<file path="config.mk">
export PLATFORM = sky130hd
export DESIGN_NAME = mux16_to_1
export DESIGN_NICKNAME = d
export VERILOG_FILES = /design/src/rtl/mux16_to_1.sv
export SDC_FILE = /design/constraint.sdc
export NUM_CORES = 1
export LEC_CHECK = 0
export CAP_MARGIN = 20
export CORE_AREA = 2 2 39 41
export CTS_BUF_LIST = sky130_fd_sc_hd__clkbuf_4
export DETAILED_ROUTE_END_ITERATION = 6
export DIE_AREA = 0 0 41 43
export DONT_BUFFER_PORTS = 1
export PLACE_DENSITY = 0.38
export SLEW_MARGIN = 10
export SYNTH_ARGS = -nofsm -noshare
export SYNTH_HDL_FRONTEND = slang
export SYNTH_SLANG_ARGS = --single-unit
</file>
<file path="constraint.sdc">
create_clock -name clk -period 2.1 [get_ports clk]
set_clock_uncertainty 0.1 [all_clocks]
set_input_delay 0.42 -clock clk [delete_from_list [all_inputs] [get_ports clk]]
set_output_delay 0.42 -clock clk [all_outputs]
set_load 0.005 [all_outputs]
</file>
<file path="src/rtl/mux16_to_1.sv">
// 16:1 single-bit multiplexer built as a balanced 4-level 2:1 tree, with an
// optional enable-gated output register selected by OUT_REG.
module mux16_to_1 #(
  parameter bit OUT_REG = 1'b1
) (
  input  logic        clk,
  input  logic        rst_n,
  input  logic [15:0] in,
  input  logic [3:0]  select,
  input  logic        en,
  output logic        out,
  output logic        out_valid
);

  localparam int unsigned L1_W = 8;
  localparam int unsigned L2_W = 4;
  localparam int unsigned L3_W = 2;

  logic [L1_W-1:0] lvl1;
  logic [L2_W-1:0] lvl2;
  logic [L3_W-1:0] lvl3;
  logic            sel_bit;

  // Ternary selects keep an X on any select bit visible in simulation.
  for (genvar i = 0; i < int'(L1_W); i++) begin : g_lvl1
    assign lvl1[i] = select[0] ? in[2*i+1] : in[2*i];
  end

  for (genvar i = 0; i < int'(L2_W); i++) begin : g_lvl2
    assign lvl2[i] = select[1] ? lvl1[2*i+1] : lvl1[2*i];
  end

  for (genvar i = 0; i < int'(L3_W); i++) begin : g_lvl3
    assign lvl3[i] = select[2] ? lvl2[2*i+1] : lvl2[2*i];
  end

  assign sel_bit = select[3] ? lvl3[1] : lvl3[0];

  if (OUT_REG) begin : g_reg
    logic out_q;
    logic valid_q;

    // Capture on enable; reset clears both immediately.
    always_ff @(posedge clk or negedge rst_n) begin
      if (!rst_n) begin
        out_q   <= 1'b0;
        valid_q <= 1'b0;
      end else if (en) begin
        out_q   <= sel_bit;
        valid_q <= 1'b1;
      end
    end

    assign out       = out_q;
    assign out_valid = valid_q;
  end else begin : g_comb
    logic unused_ok;
    assign unused_ok = ^{clk, en};

    // Data path stays live through reset; only the valid flag is gated.
    assign out       = sel_bit;
    assign out_valid = rst_n;
  end

endmodule

</file>
==> results of run 1 <==
==> layout make-up <==
type,count,area [um2],area share (%)
Sequential cell,2,50.0,19.3
Timing Repair Buffer,1,10.0,3.86
Multi-Input combinational cell,9,156,60.4
Clock buffer,3,22.5,8.70
Tap cell,16,20.0,7.73
==> critical path: cells and delay by family <==
| family | cells | cell delay (ns) |
|---|---|---|
| mux | 4 | 1.01 |
==> cells by family after synthesis <==
family / synth area share [%]
multiplexers: 72.7
flip-flops: 24.2
AND/OR/NAND/NOR: 3.03
==> worst min-delay path by stage <==
stage | cells past startpoint | to
after floorplan | 0 | out
after global placement | 0 | out_valid
after detailed placement | 0 | out_valid
after CTS | 1 | out_valid
after global routing | 1 | out_valid
final | 1 | out_valid
==> stage by stage <==
stage	instance area, um2	std cells	hold slack, ns
after global routing	259	31	0.207
final	259	31	0.206
after floorplan	206	11	0.0244
after CTS	259	31	0.196
after global placement	226	27	0.0245
after detailed placement	226	27	0.0245
==> state kept, by name, indices dropped and copies added (netlist names) <==
name and flops:
out_valid 1, out 1
==> metal layers <==
| metal | vias up | part of all wire (%) |
|---|---|---|
| met5 | - | 0 |
| met4 | 0 | 0 |
| met3 | 0 | 36 |
| met2 | 25 | 40 |
| met1 | 57 | 24 |
| li1 | 61 | - |
==> report_power, final <==
group / switching (mW) / leakage (nW) / internal (mW) / total, mW
clock: 0.0224 / 0.0138 / 0.0631 / 0.0854
combinational: 0.00545 / 0.0732 / 0.0217 / 0.0272
sequential: 0.00300 / 0.0204 / 0.0428 / 0.0458
==> placed cells by master, fill, tap and decap left out, drive strengths merged <==
master       instances
clkbuf               3
dfrtp                2
dlygate4sd3          1
mux2                 1
mux2i                3
mux4                 4
or2                  1
==> results list, run 1 <==
- 0 antenna diodes ended up in the layout.
- Hold buffer count at cts: 1
- The tree is rooted in a sky130_fd_sc_hd__clkbuf_4.
- Total standard cell area after synthesis: just over 200 um2
- Largest net degree at the start of global routing: 5
- Number of vias in the routed layout: ~140
- For this run, global-route usage on met3 was measured as between 3 and 4%.
* Startpoint of the tightest hold check path: en
- Port buffer count: 0
* Synth cell types: 5
- Top Usage Layer GRT: met4
* Number of inserted filler cells in the final layout: ~150
* Cells on worst reg2reg path: 1
- IR analysis of the VDD net gives a maximum drop of 0.0876 mV.
- In this run, synthesis inferred 0 flip-flops with an integrated enable.
- By instance count, the leading cell after synthesis is sky130_fd_sc_hd__mux4_1.
- Power Density: between 600 and 700 nW/um2
- Global routing consumed, on the met2 layer, 6.88% of the routing resources.
- The worst path in the final design needs a cycle of around 1.4 ns, including I/O delays and setup.
- Met1 GRT Util: under 10%
* Die area: 1760 um2
* Top post-synthesis cells by area: sky130_fd_sc_hd__mux4_1 51%, sky130_fd_sc_hd__dfrtp_1 24%, sky130_fd_sc_hd__mux2i_1 15%, sky130_fd_sc_hd__mux2_4 7.3%, sky130_fd_sc_hd__or2_2 3.0%
- At the end of routability-driven placement, the weighted congestion stood at around 0.59.
- Global routing used about 5.5% of the available tracks across all layers.
- Final Hold Vio Count: 0
- Required @ worst endpoint: between 2 and 2.5 ns
- The region available for standard cell placement spans about 1400 um2.
- Counting every sink on the clock net gives 2.
* Category of the most critical setup path: in -> reg
* Data arrival at the endpoint of the critical path: 1.43 ns
- Clock slew seen by the registers of the worst setup and hold paths: roughly 0.03 ns
- Max stage delay cell, worst path: sky130_fd_sc_hd__mux4_1
- Slack of the critical path: around 0.67 ns
* I/O Pins: 25
- Die Span X: roughly 41 um
* Share of the synthesized area in the top cell type: ~50%
- Number of max-slew violations in the final report: 0
- Top fanout value on the critical path: 3
- Worst-skew pair later-pin latency: about 0.22 ns
- The flow ran to the end, and the final reports show no timing, DRC or antenna violations.
* Average vias per placed instance: 4.61
- The total overflow left after global routing is 0.
- For this run, the leading register cell type out of synthesis is sky130_fd_sc_hd__dfrtp_1.
* Commonest cells post-synth: 4 x sky130_fd_sc_hd__mux4_1, 3 x sky130_fd_sc_hd__mux2i_1, 2 x sky130_fd_sc_hd__dfrtp_1
- Capture point of the worst reg-to-reg path: out
- Cells with a size suffix above 1 make up around a third of the layout.
- Register area share after synthesis: 24.2%
* Unrepaired setup endpoints after global routing: false
- Synthesis produced 11 cells.
- Wires add up to about 440 um.
- # nets final: 40
- Timing would allow up to between 600 and 700 MHz.
- Walking the worst path, the cells encountered are mux4_1, mux2i_1, mux2i_1, mux2_4.
- TritonCTS built the clock tree.
- Setup slack after placement: between 0.4 and 0.5 ns
* Kind of start point of the critical path: input pin
- Compared with the post-synthesis result, the final layout area differs by 25.5%.
- Number of buffers between clock root and the deepest sink: 2
- The floorplan step set the die height to 43 um.
- Worst slew margin: 91.1%
- The biggest area contributor in the post-synthesis netlist is sky130_fd_sc_hd__mux4_1.
- Once the floorplan was initialized, standard cells occupied 14.9% of the core.
* Final number of setup-violating endpoints: 0
- In this design, the stage delay of the slowest critical-path cell is 0.52 ns.
* Static Leakage: around 0.11 nW
- Slew at the pin closest to its max-slew limit: ~0.13 ns
* Global-route wire length before repair: approximately 620 um
* Number of detailed-routing iterations run before antenna repair: 1
- In this run the worst hold path is classified as in -> reg.
- The number of antenna violations at the first check in global routing came to 0.
- Synthesized flop and latch total: 2
- After clock tree synthesis, the repair step resized 0 gates.
- Detailed-route wire length per cell: approximately 14 um
* # Max-Cap Violations: 0
* Initial drt markers: 0
- Warnings from Yosys: 0
- The worst setup path is captured at a register.
- Antenna-violating nets left: 0
- Number of H-tree levels: 1
- The worst register-to-register path begins at out.
- In the routed design, unresolved DRC markers number 0.
- The number of clock buffers added by TritonCTS is 3.
* Fraction of the core area covered by cells at the end of the flow: roughly a fifth
- In this run the worst setup path begins at select[0].
* Cell repeated most along the worst path: sky130_fd_sc_hd__mux2i_1
* TNS Setup: 0 ns
- Of all flip-flops after synthesis, the portion carrying an async set or reset was between 90% and 100%.
* Crit share post-route: about two thirds
- In this run the post-CTS setup repair buffer count came out at 0.
- Placement row count: 14
- Power after layout: ~0.16 mW
- Averaged over all synthesized cells, the footprint is between 15 and 20 um2.
- Endpoint of the most critical setup path: out
* Number of nets in the synthesized netlist: 34
- Flop2flop setup slack: 1.23 ns
* Vias in the first global route: 191
(Power assumes the default switching activity.)
==> inputs of run 2 (changes only) <==
- clock period: 2.1 -> 1.4 ns (I/O delays scaled with it)
==> run 2 against run 1 <==
Critical path depth stayed put. Non-clock buffer count unchanged. Clock power grew 50%. Flip-flop and latch count unchanged. Core utilization is 1.1 points lower. Die area unchanged. Worst setup slack got worse by 0.49 ns. Combinational power rose by 56%. Worst hold slack got worse by 0.13 ns.
==> results list, run 2 (synthesis results as in run 1) <==
* Endpoint of the worst hold-timing path: out_valid (unchanged)
- Data arrival at the endpoint of the critical path: 1.23 ns (was 1.43 ns)
- The sort of element at the start of the critical path is an input pin (unchanged).
* Multi-input gate area in the final layout: 141 um2 (was 156 um2)
- The most common cell after layout, fill and taps aside is sky130_fd_sc_hd__mux4_2 (was sky130_fd_sc_hd__mux4_1).
- The startpoint of the most critical hold path is en (unchanged).
* Category of the most critical setup path: in -> reg (unchanged)
- Antenna-violating nets left: 0 (unchanged)
- Slew at the pin closest to its max-slew limit: 0.127 ns (was 0.129 ns)
* Crit share post-route: 87.3%
- The area of all sequential standard cells was 50.0 um2 (unchanged).
- The clock tree buffer depth came to 2 (unchanged).
- Number of inserted filler cells in the final layout: 140 (was 147)
- The area overhead of the layout relative to synthesis was 18.2% (was 25.5%).
- The required time of the critical path came to 1.40 ns (was 2.11 ns).
- The row count is 14 (unchanged).
* Post-cts gate resize count: 0 (unchanged)
- Clock slew seen by the registers of the worst setup and hold paths: 0.03 ns (about the same)
* Final Hold Vio Count: 0 (unchanged)
- The number of global-route vias before repair was 196 (was 191).
- The post-placement cell area was 211 um2 (was 226 um2).
- Number of max-slew violations in the final report: 0 (unchanged)
- Total gr overflow: 0 (unchanged)
* Cells on worst reg2reg path: 1 (unchanged)
* Hold Path Class: in -> reg (unchanged)
- The setup slack after layout was 0.177 ns (was 0.671 ns).
- Flop2flop setup slack: 0.52 ns (was 1.23 ns)
- Initial antenna violation count: 0 (unchanged)
* Effective utilization at floorplan: 14.9% (unchanged)
* Die Ht: 43 um (unchanged)
- The endpoint type of the worst setup path is a register (unchanged).
- Total GRT Usage: 5.56% (was 5.54%)
- The count of H-tree levels built during CTS was 1 (unchanged).
* Number of vias in the routed layout: 139 (was 143)
- The ratio of cells with drive above 1 in the final layout was 60.0% (was 33.3%).
* Die Span X: 41 um (unchanged)
- Period minus WS final: about 1.2 ns
- Outcome: finished clean (unchanged)
- Sink count of the clock tree: 2 (unchanged)
* Port buffer count: 0 (unchanged)
- Final number of setup-violating endpoints: 0 (unchanged)
* Count of unresolved DRC violations after routing: 0 (unchanged)
- The number of DRC violations after detailed-routing iteration 0 is 0 (unchanged).
- The number of buffers created by CTS is 3 (unchanged).
- Top fanout value on the critical path: 3 (unchanged)
- Largest net degree at the start of global routing: 5 (unchanged)
- Setup fix buffers added after clock tree synthesis: 0 (unchanged)
* Hold Path Depth: 1 (unchanged)
- Power Density: 983 nW/um2 (was 612 nW/um2)
* Hold buffer count at cts: 1 (unchanged)
- The critical register-to-register path endpoint was out_valid (was out).
* # Max-Cap Violations: 0 (unchanged)
* Worst-skew pair later-pin latency: 0.22 ns (about the same)
* Maximum frequency from static timing analysis: 818 MHz
* Die area: 1760 um2 (unchanged)
- Average vias per placed instance: 4.48 (was 4.61)
* RD Place Congestion: 0.653 (was 0.592)
- Worst slew margin: 91.3% (was 91.1%)
* Global-route wire length before repair: 621 um (unchanged)
- Number of detailed-routing iterations run before antenna repair: 1 (unchanged)
- Static Leakage: 0.0909 nW (was 0.107 nW)
- Worst IR drop on VDD: 0.123 mV (was 0.0876 mV)
- I/O Pins: 25 (unchanged)
- The placeable core region came to 1380 um2 (unchanged).
- Unrepaired setup endpoints after global routing: false (unchanged).
* Worst reg2reg startpoint: out_valid (was out)
* Number of inserted diodes: 0 (unchanged)
* Commonest cells after routing, fill and taps aside: 4 x sky130_fd_sc_hd__mux4_2, 3 x sky130_fd_sc_hd__mux2i_1, 3 x sky130_fd_sc_hd__clkbuf_4, 2 x sky130_fd_sc_hd__dfrtp_1 (was 4 x sky130_fd_sc_hd__mux4_1, 3 x sky130_fd_sc_hd__mux2i_1, 3 x sky130_fd_sc_hd__clkbuf_4, 2 x sky130_fd_sc_hd__dfrtp_1)
- CTS tree: built (unchanged)
- Detailed Route WL: 490 um (was 435 um)
* Post-route standard cell area excluding fillers: 244 um2 (was 259 um2)
* Clock Root Buffer: sky130_fd_sc_hd__clkbuf_4 (unchanged)
* # nets final: 40 (unchanged)
- Detailed-route wire length per cell: 15.8 um (was 14.0 um)
* Setup slack after placement: -0.0614 ns (was 0.430 ns)
==> run 2: changes by cell type in the layout (fill, tap and decap cells not counted) <==
cell | before | now
sky130_fd_sc_hd__mux4_1 | 4 | 0
sky130_fd_sc_hd__mux4_2 | 0 | 4
==> run 2: metal layers <==
layer | vias to the layer above | part of all wire (%) | global-route usage [%]
li1 | 57 | - | -
met1 | 56 | 30 | 4.92
met2 | 26 | 43 | 7.19
met3 | 0 | 26 | 2.62
met4 | 0 | 0 | 8.00
met5 | - | 0 | 0
==> run 2: where the power goes <==
part / internal [mW] / total, mW / leakage, nW / switching [mW]
combinational: 0.0343 / 0.0424 / 0.0567 / 0.00809
clock: 0.0946 / 0.128 / 0.0138 / 0.0338
sequential: 0.0641 / 0.0691 / 0.0204 / 0.00493
total: 0.193 / 0.240 / 0.0909 / 0.0468
==> run 2: worst max path at each step <==
stage	end	slack [ns]	start	cells after the start
floorplan	out	-0.02	select[0]	4
global placement	out	-0.07	select[0]	4
detailed placement	out	-0.06	select[2]	4
CTS	out	0.17	select[2]	4
global route	out	0.15	select[2]	4
finish	out	0.18	select[0]	4
==> run 2: worst max-delay path, cell delays in order <==
cell and delay (ns):
sky130_fd_sc_hd__mux4_2 0.46, sky130_fd_sc_hd__mux2i_1 0.14, sky130_fd_sc_hd__mux2i_1 0.09, sky130_fd_sc_hd__mux2_4 0.25
==> run 2: metrics by stage <==
step                total power [mW]  util, %  TNS (ns)  hold slack [ns]  std cells
finish                         0.240     17.6         0           0.0744         31
global route                   0.253     17.6         0           0.0668         31
CTS                            0.248     17.6         0           0.0692         31
detailed placement             0.110     15.3   -0.0614           -0.116         27
global placement               0.109     15.3   -0.0702           -0.116         27
floorplan                      0.106        -   -0.0175           -0.116         11
==> run 2: layout make-up <==
cell class                 count  area share, %
tap                           16           8.21
clock buffer                   3           9.23
sequential                     2           20.5
timing repair buffer           1           4.10
multi-input combinational      9           57.9
